--- src/rtl/sobel_pkg.sv ---
// sobel_pkg: shared widths, latency and arithmetic helpers for the Sobel edge detector.
package sobel_pkg;
    localparam int SOBEL_LATENCY = 3;
    localparam int SUM_W = 10;
    localparam int MAG_W = 11;
    localparam int CNT_W = 20;
    localparam logic [7:0] GRAY_MAX = 8'd255;

    function automatic logic [SUM_W-1:0] wsum(input logic [7:0] a, input logic [7:0] b, input logic [7:0] c);
        return SUM_W'(a) + (SUM_W'(b) << 1) + SUM_W'(c);
    endfunction

    function automatic logic [SUM_W-1:0] abs_diff(input logic [SUM_W-1:0] a, input logic [SUM_W-1:0] b);
        return (a > b) ? a - b : b - a;
    endfunction
endpackage

--- src/rtl/sobel_edge_detect_3x3_sync_delay_line.sv ---
// sync_delay_line: fixed-depth shift register that keeps the frame/line syncs aligned with the pipelined pixel data.
module sync_delay_line
    import sobel_pkg::*;
#(
    parameter int DEPTH = SOBEL_LATENCY,
    parameter int W = 2
) (
    input  logic         clk,
    input  logic         rst_n,
    input  logic [W-1:0] din,
    output logic [W-1:0] dout
);
    logic [DEPTH-1:0][W-1:0] sr_q, sr_d;

    always_comb sr_d = {sr_q[DEPTH-2:0], din};

    always_ff @(posedge clk) begin
        if (!rst_n) sr_q <= '0;
        else sr_q <= sr_d;
    end

    assign dout = sr_q[DEPTH-1];
endmodule

--- src/rtl/sobel_edge_detect_3x3.sv ---
// sobel_edge_detect_3x3: 3-stage Sobel |Gx|+|Gy| with saturated gray and thresholded bit outputs.
// Define SOBEL_EDGE_COUNT_EN to build the per-frame edge pixel counter.
module sobel_edge_detect_3x3
    import sobel_pkg::*;
#(
    parameter logic [9:0] IMG_HDISP      = 10'd640,
    parameter logic [9:0] IMG_VDISP      = 10'd480,
    parameter logic [7:0] THRESH_DEFAULT = 8'd64
) (
    input  logic             clk,
    input  logic             rst_n,
    input  logic             matrix_frame_vsync,
    input  logic             matrix_frame_href,
    input  logic [7:0]       matrix_p11,
    input  logic [7:0]       matrix_p12,
    input  logic [7:0]       matrix_p13,
    input  logic [7:0]       matrix_p21,
    input  logic [7:0]       matrix_p22,
    input  logic [7:0]       matrix_p23,
    input  logic [7:0]       matrix_p31,
    input  logic [7:0]       matrix_p32,
    input  logic [7:0]       matrix_p33,
    input  logic [7:0]       edge_threshold,
    output logic             post_frame_vsync,
    output logic             post_frame_href,
    output logic [7:0]       post_img_gray,
    output logic             post_img_bit,
    output logic [CNT_W-1:0] edge_count,
    output logic             edge_count_valid
);
    logic [SUM_W-1:0] lft_q, rgt_q, top_q, bot_q, lft_d, rgt_d, top_d, bot_d;
    logic [SUM_W-1:0] gx_q, gy_q, gx_d, gy_d;
    logic [MAG_W-1:0] mag;
    logic [7:0]       gray_q, gray_d, thr_q, thr_d;
    logic             bit_q, bit_d, vs_in_q, vs_in_d;
    logic [1:0]       sync_dly;

    if (32'(IMG_HDISP) * 32'(IMG_VDISP) > 32'((1 << CNT_W) - 1)) begin : g_cnt_range
        $error("edge counter too narrow for the configured frame size");
    end

    // matrix_p22 carries no Sobel weight and is intentionally left unused
    always_comb begin
        lft_d    = wsum(matrix_p11, matrix_p21, matrix_p31);
        rgt_d    = wsum(matrix_p13, matrix_p23, matrix_p33);
        top_d    = wsum(matrix_p11, matrix_p12, matrix_p13);
        bot_d    = wsum(matrix_p31, matrix_p32, matrix_p33);
        gx_d     = abs_diff(rgt_q, lft_q);
        gy_d     = abs_diff(bot_q, top_q);
        mag      = MAG_W'(gx_q) + MAG_W'(gy_q);
        gray_d   = (mag > MAG_W'(GRAY_MAX)) ? GRAY_MAX : mag[7:0];
        bit_d    = mag > MAG_W'(thr_q);
        vs_in_d  = matrix_frame_vsync;
        thr_d    = (matrix_frame_vsync && !vs_in_q) ? edge_threshold : thr_q;
    end

    always_ff @(posedge clk) begin
        if (!rst_n) begin
            {lft_q, rgt_q, top_q, bot_q} <= '0;
            {gx_q, gy_q} <= '0;
            gray_q <= '0;
            bit_q <= 1'b0;
            vs_in_q <= 1'b0;
            thr_q <= THRESH_DEFAULT;
        end else begin
            {lft_q, rgt_q, top_q, bot_q} <= {lft_d, rgt_d, top_d, bot_d};
            {gx_q, gy_q} <= {gx_d, gy_d};
            gray_q <= gray_d;
            bit_q <= bit_d;
            vs_in_q <= vs_in_d;
            thr_q <= thr_d;
        end
    end

    sync_delay_line #(.DEPTH(SOBEL_LATENCY), .W(2)) u_sync (
        .clk  (clk),
        .rst_n(rst_n),
        .din  ({matrix_frame_vsync, matrix_frame_href}),
        .dout (sync_dly)
    );

    assign post_frame_vsync = sync_dly[1];
    assign post_frame_href  = sync_dly[0];
    assign post_img_gray    = post_frame_href ? gray_q : '0;
    assign post_img_bit     = post_frame_href & bit_q;

`ifdef SOBEL_EDGE_COUNT_EN
    // a post-side vsync rise only opens a frame once the delay line holds post-reset samples
    localparam logic [2:0] FLUSH_DONE = 3'(SOBEL_LATENCY + 1);
    logic [2:0]       flush_q, flush_d;
    logic             vs_out_q, vs_out_d, frame_active_q, frame_active_d, ecv_q, ecv_d;
    logic             vs_rise, vs_fall;
    logic [CNT_W-1:0] cnt_q, cnt_d, cnt_inc, edge_count_q, edge_count_d;

    always_comb begin
        vs_rise        = post_frame_vsync && !vs_out_q && (flush_q == FLUSH_DONE);
        vs_fall        = !post_frame_vsync && vs_out_q;
        cnt_inc        = cnt_q + CNT_W'(frame_active_q && post_img_bit && (cnt_q != '1));
        flush_d        = (flush_q == FLUSH_DONE) ? flush_q : flush_q + 3'd1;
        vs_out_d       = post_frame_vsync;
        frame_active_d = vs_rise || (frame_active_q && !vs_fall);
        ecv_d          = vs_fall && frame_active_q;
        edge_count_d   = ecv_d ? cnt_inc : edge_count_q;
        cnt_d          = vs_fall ? '0 : cnt_inc;
    end

    always_ff @(posedge clk) begin
        if (!rst_n) begin
            flush_q <= '0;
            vs_out_q <= 1'b0;
            frame_active_q <= 1'b0;
            ecv_q <= 1'b0;
            cnt_q <= '0;
            edge_count_q <= '0;
        end else begin
            flush_q <= flush_d;
            vs_out_q <= vs_out_d;
            frame_active_q <= frame_active_d;
            ecv_q <= ecv_d;
            cnt_q <= cnt_d;
            edge_count_q <= edge_count_d;
        end
    end

    assign edge_count       = edge_count_q;
    assign edge_count_valid = ecv_q;
`else
    assign edge_count       = '0;
    assign edge_count_valid = 1'b0;
`endif
endmodule
--- config.mk ---
export PLATFORM = sky130hd
export DESIGN_NAME = sobel_edge_detect_3x3
export DESIGN_NICKNAME = d
export VERILOG_FILES = /design/src/rtl/sobel_pkg.sv /design/src/rtl/sobel_edge_detect_3x3_sync_delay_line.sv /design/src/rtl/sobel_edge_detect_3x3.sv
export SDC_FILE = /design/constraint.sdc
export NUM_CORES = 1
export LEC_CHECK = 0
export BUFFER_PORTS_ARGS = -buffer_cell sky130_fd_sc_hd__buf_4
export CAP_MARGIN = 10
export CORE_ASPECT_RATIO = 1.4
export CORE_MARGIN = 4
export CORE_UTILIZATION = 54
export DETAILED_ROUTE_END_ITERATION = 16
export PLACE_DENSITY_LB_ADDON = 0.08
export SLEW_MARGIN = 10
export SYNTH_ARGS = -nofsm -noshare
export SYNTH_HDL_FRONTEND = slang
export SYNTH_SLANG_ARGS = --single-unit
--- constraint.sdc ---
create_clock -name clk -period 4.6 [get_ports clk]
set_clock_uncertainty 0.15 [all_clocks]
set_input_delay 0.92 -clock clk [delete_from_list [all_inputs] [get_ports clk]]
set_output_delay 0.92 -clock clk [all_outputs]
set_load 0.02 [all_outputs]
==> metrics list <==
* Maximum achievable frequency: 0.314 GHz
* Count of yosys warnings during synthesis: 0
- During placement, the flow inserted port buffers numbering 86.
* Synth Instances: 734
- Entering global routing, the biggest net connects 64 pins.
- The multi-input combinational cells in the finished layout cover a total of 4500 um^2.
- Endpoints failing setup: 0
- Post-cts gate resize count: 0
* Flop and latch count out of synthesis: 83
* Final design utilization: 64.0%
- Class of the most critical setup path: in2reg
* Type of destination of the critical path: register
- The final route contains 5162 vias.
- Drt drc: 0
* Aggregate negative setup slack: 0 ns
* Diode insertion count for antenna repair: 0
- Hold repair after CTS inserted 0 buffers.
* Nature of the critical path startpoint: primary input
- WP data required: 4.67 ns
* Maximum root-to-sink buffer count: 2
- The total area inside the core boundary comes to 11900 um^2.
* Worst hold path type: reg2reg
- Global-route wire length before repair: 24500 um
- Leakage power: 3.64 nW
- Summed over all layers, the global routing overflow is 0.
- Cells with a size suffix above 1 make up 13.6% of the layout.
* Net count of the finished layout: 1030
- Area Overhead vs Synth: 15.5%
- Cts bufs inserted: 9
- The hold violation count in the final report is 0.
- Clock latency on the worst-skew pair, taken at its later pin, is 0.33 ns.
- After detailed routing, the number of vias per cell comes to 5.33.
- Antenna violations before repair: 0
- Proportion of register bits with asynchronous set or reset after synthesis: 0%
* Number of global-route vias before repair: 5276
- Routability-driven placement finished with a final weighted congestion of 0.930.
- Critical Path Fanout Max: 2
* Clk pin slew, worst setup/hold paths: 0.06 ns
- The run finished with clean final reports.
- I/O pin count: 116
- In this run the power density over the cells is 495 nW/um^2.
- Root cell of the clock tree: sky130_fd_sc_hd__clkbuf_16
- CTS tree: built
* Initial core utilization: 55.4%
- In this run the cell area measured after placement is 7280 um^2.
* Drt initial violations: 178
- CTS H-tree lvls: 3
- Post CTS Setup Buffer Count: 0
* Slew Limit Headroom: 56.7%
* RSZ-0062 raised after global routing: no
- Sequential cell area in the final layout: 1660 um^2
- CTS saw 83 sinks.
- For the worst setup path, the data arrival time is 3.26 ns.
- Across the run, the number of max-cap violations was 0.
- Tightest Pin Transition: 0.649 ns
- Average instance area after synthesis: 8.96 um^2
* Prevailing post-synth register cell: sky130_fd_sc_hd__dfxtp_1
- Final non-filler cell area: 7600 um^2
- The first detailed-routing pass ran for 4 iterations.
* Die area: 14000 um^2
- Max VDD drop: 210 uV
* Non-filler instance count after layout: 968
- Period Utilization, post-route: 69.3%
* Average wire per standard cell: 15.4 um
- Number of rows created at floorplan: 47
- Minimum clock period: 3.19 ns
- Sequential elements use 25.3% of the synthesized area.
* Slew Viols, Final: 0
* Combined global-route utilization of all metal layers: 21.9%
* Width of the chip: 101 um
- Die Ht: 139 um
- After filler insertion, the fill cell instance count of the layout stands at 1032.
- Netlist cell types: 52
- Summed over all layers, the routed wires come to 14900 um.
- Count of antenna-violating nets left after detailed routing: 0
* Number of cells after detailed placement: 953
* Final HPWL DP: 12600 um
* Post-synth EDFFs: 0
* Cell area after synthesis: 6580 um^2
final cells by class:
class | instances | share of cell area (%)
Sequential cell | 83 | 21.9
Multi-Input combinational cell | 561 | 59.2
Tap cell | 147 | 2.42
Timing Repair Buffer | 87 | 8.60
Clock buffer | 10 | 3.15
Clock inverter | 5 | 1.02
Inverter | 75 | 3.71
synthesized netlist by cell type (2+ instances only):
cell type / count / area, um^2
sky130_fd_sc_hd__dfxtp_1: 83 / 1660
sky130_fd_sc_hd__o21ai_0: 26 / 130
sky130_fd_sc_hd__nand2b_1: 25 / 156
sky130_fd_sc_hd__nor4_1: 2 / 12.5
sky130_fd_sc_hd__o21bai_1: 2 / 15.0
sky130_fd_sc_hd__xnor2_1: 7 / 61.3
sky130_fd_sc_hd__a21oi_1: 38 / 190
sky130_fd_sc_hd__nor3_1: 27 / 135
sky130_fd_sc_hd__xor2_1: 6 / 52.6
sky130_fd_sc_hd__nor2b_1: 18 / 113
sky130_fd_sc_hd__nand2_1: 55 / 206
sky130_fd_sc_hd__ha_1: 92 / 1150
sky130_fd_sc_hd__mux2i_1: 33 / 330
sky130_fd_sc_hd__fa_1: 37 / 741
sky130_fd_sc_hd__and2_1: 27 / 169
sky130_fd_sc_hd__nand3_1: 3 / 15.0
sky130_fd_sc_hd__nor2_1: 51 / 191
sky130_fd_sc_hd__mux2_2: 2 / 22.5
sky130_fd_sc_hd__or3_1: 3 / 18.8
sky130_fd_sc_hd__a211oi_1: 2 / 15.0
sky130_fd_sc_hd__o211ai_1: 4 / 30.0
sky130_fd_sc_hd__a21boi_0: 7 / 52.6
sky130_fd_sc_hd__a2111oi_0: 7 / 61.3
sky130_fd_sc_hd__o31a_1: 5 / 43.8
sky130_fd_sc_hd__a41oi_1: 2 / 17.5
sky130_fd_sc_hd__a21o_1: 9 / 67.6
sky130_fd_sc_hd__nand4_1: 5 / 31.3
sky130_fd_sc_hd__buf_4: 21 / 158
sky130_fd_sc_hd__a211o_1: 2 / 17.5
sky130_fd_sc_hd__inv_1: 75 / 282
sky130_fd_sc_hd__o21a_1: 26 / 195
sky130_fd_sc_hd__clkbuf_1: 12 / 45.0
through the flow:
stage / hold slack, ns / setup slack, ns / total power, W
after floorplan: 0.262 / 1.55 / 0.00252
after global placement: 0.267 / 1.10 / 0.00293
after detailed placement: 0.273 / 1.06 / 0.00301
after CTS: 0.286 / 1.39 / 0.00378
after global routing: 0.293 / 1.21 / 0.00407
final: 0.283 / 1.41 / 0.00376
metal layers:
layer,track usage [%],part of all wire (%)
met4,11.1,5.1
met5,0,0
met2,38.8,51
met3,4.13,5.6
met1,24.3,38
logic make-up after synthesis:
kind of cell	Yosys count	synth area share [%]
xor gates and xnor gates	13	1.73
AOI/OAI and AO/OA	145	15.2
muxes	35	5.36
adders and majority gates	129	28.8
and+or+nand+nor	218	16.1
other	1	0.0570
buffers and inverters	110	7.49
DFF	83	25.3
power by group:
group	switching (W)	leakage (nW)	internal, W	total, W
clock	0.000265	0.154	0.000485	0.000749
combinational	0.00112	2.79	0.000903	0.00203
sequential	0.0000794	0.691	0.000904	0.000984
registers in the layout (all words and copies together) (netlist names), 8 cells and up:
signal and count:
rgt_q 10, top_q 10, lft_q 10, bot_q 10
gx_q 10, gray_q 8, thr_q 8, gy_q 10
cells in the final DEF (no fill, tap or decap), drive strengths merged, types with 27 or more instances in the layout:
cell and n:
nor2 51, a21oi 39, o21ai 28, fa 37, nor3 27, ha 92, inv 75, dfxtp 83
mux2i 33, and2 27, buf 87, nand2 55
critical path: stages:
cell,delay (ns)
sky130_fd_sc_hd__buf_4,0.13
sky130_fd_sc_hd__fa_1,0.55
sky130_fd_sc_hd__ha_1,0.21
sky130_fd_sc_hd__inv_1,0.07
sky130_fd_sc_hd__fa_1,0.37
sky130_fd_sc_hd__nor2b_1,0.17
sky130_fd_sc_hd__o21ai_0,0.12
sky130_fd_sc_hd__a21boi_0,0.25
sky130_fd_sc_hd__o21a_1,0.16
sky130_fd_sc_hd__nor3_1,0.05
sky130_fd_sc_hd__nor3_1,0.26
path summary, 6_finish.rpt:
path,to,slack (ns),startpoint,cells past startpoint
max,top_q[7],1.41,matrix_p11[1],11
min,u_sync.dout[0],0.28,u_sync.sr_d[4],1
max reg2reg,bit_q,1.42,gx_q[0],14
min reg2reg,u_sync.dout[0],0.28,u_sync.sr_d[4],1
(Power assumes the default switching activity.)
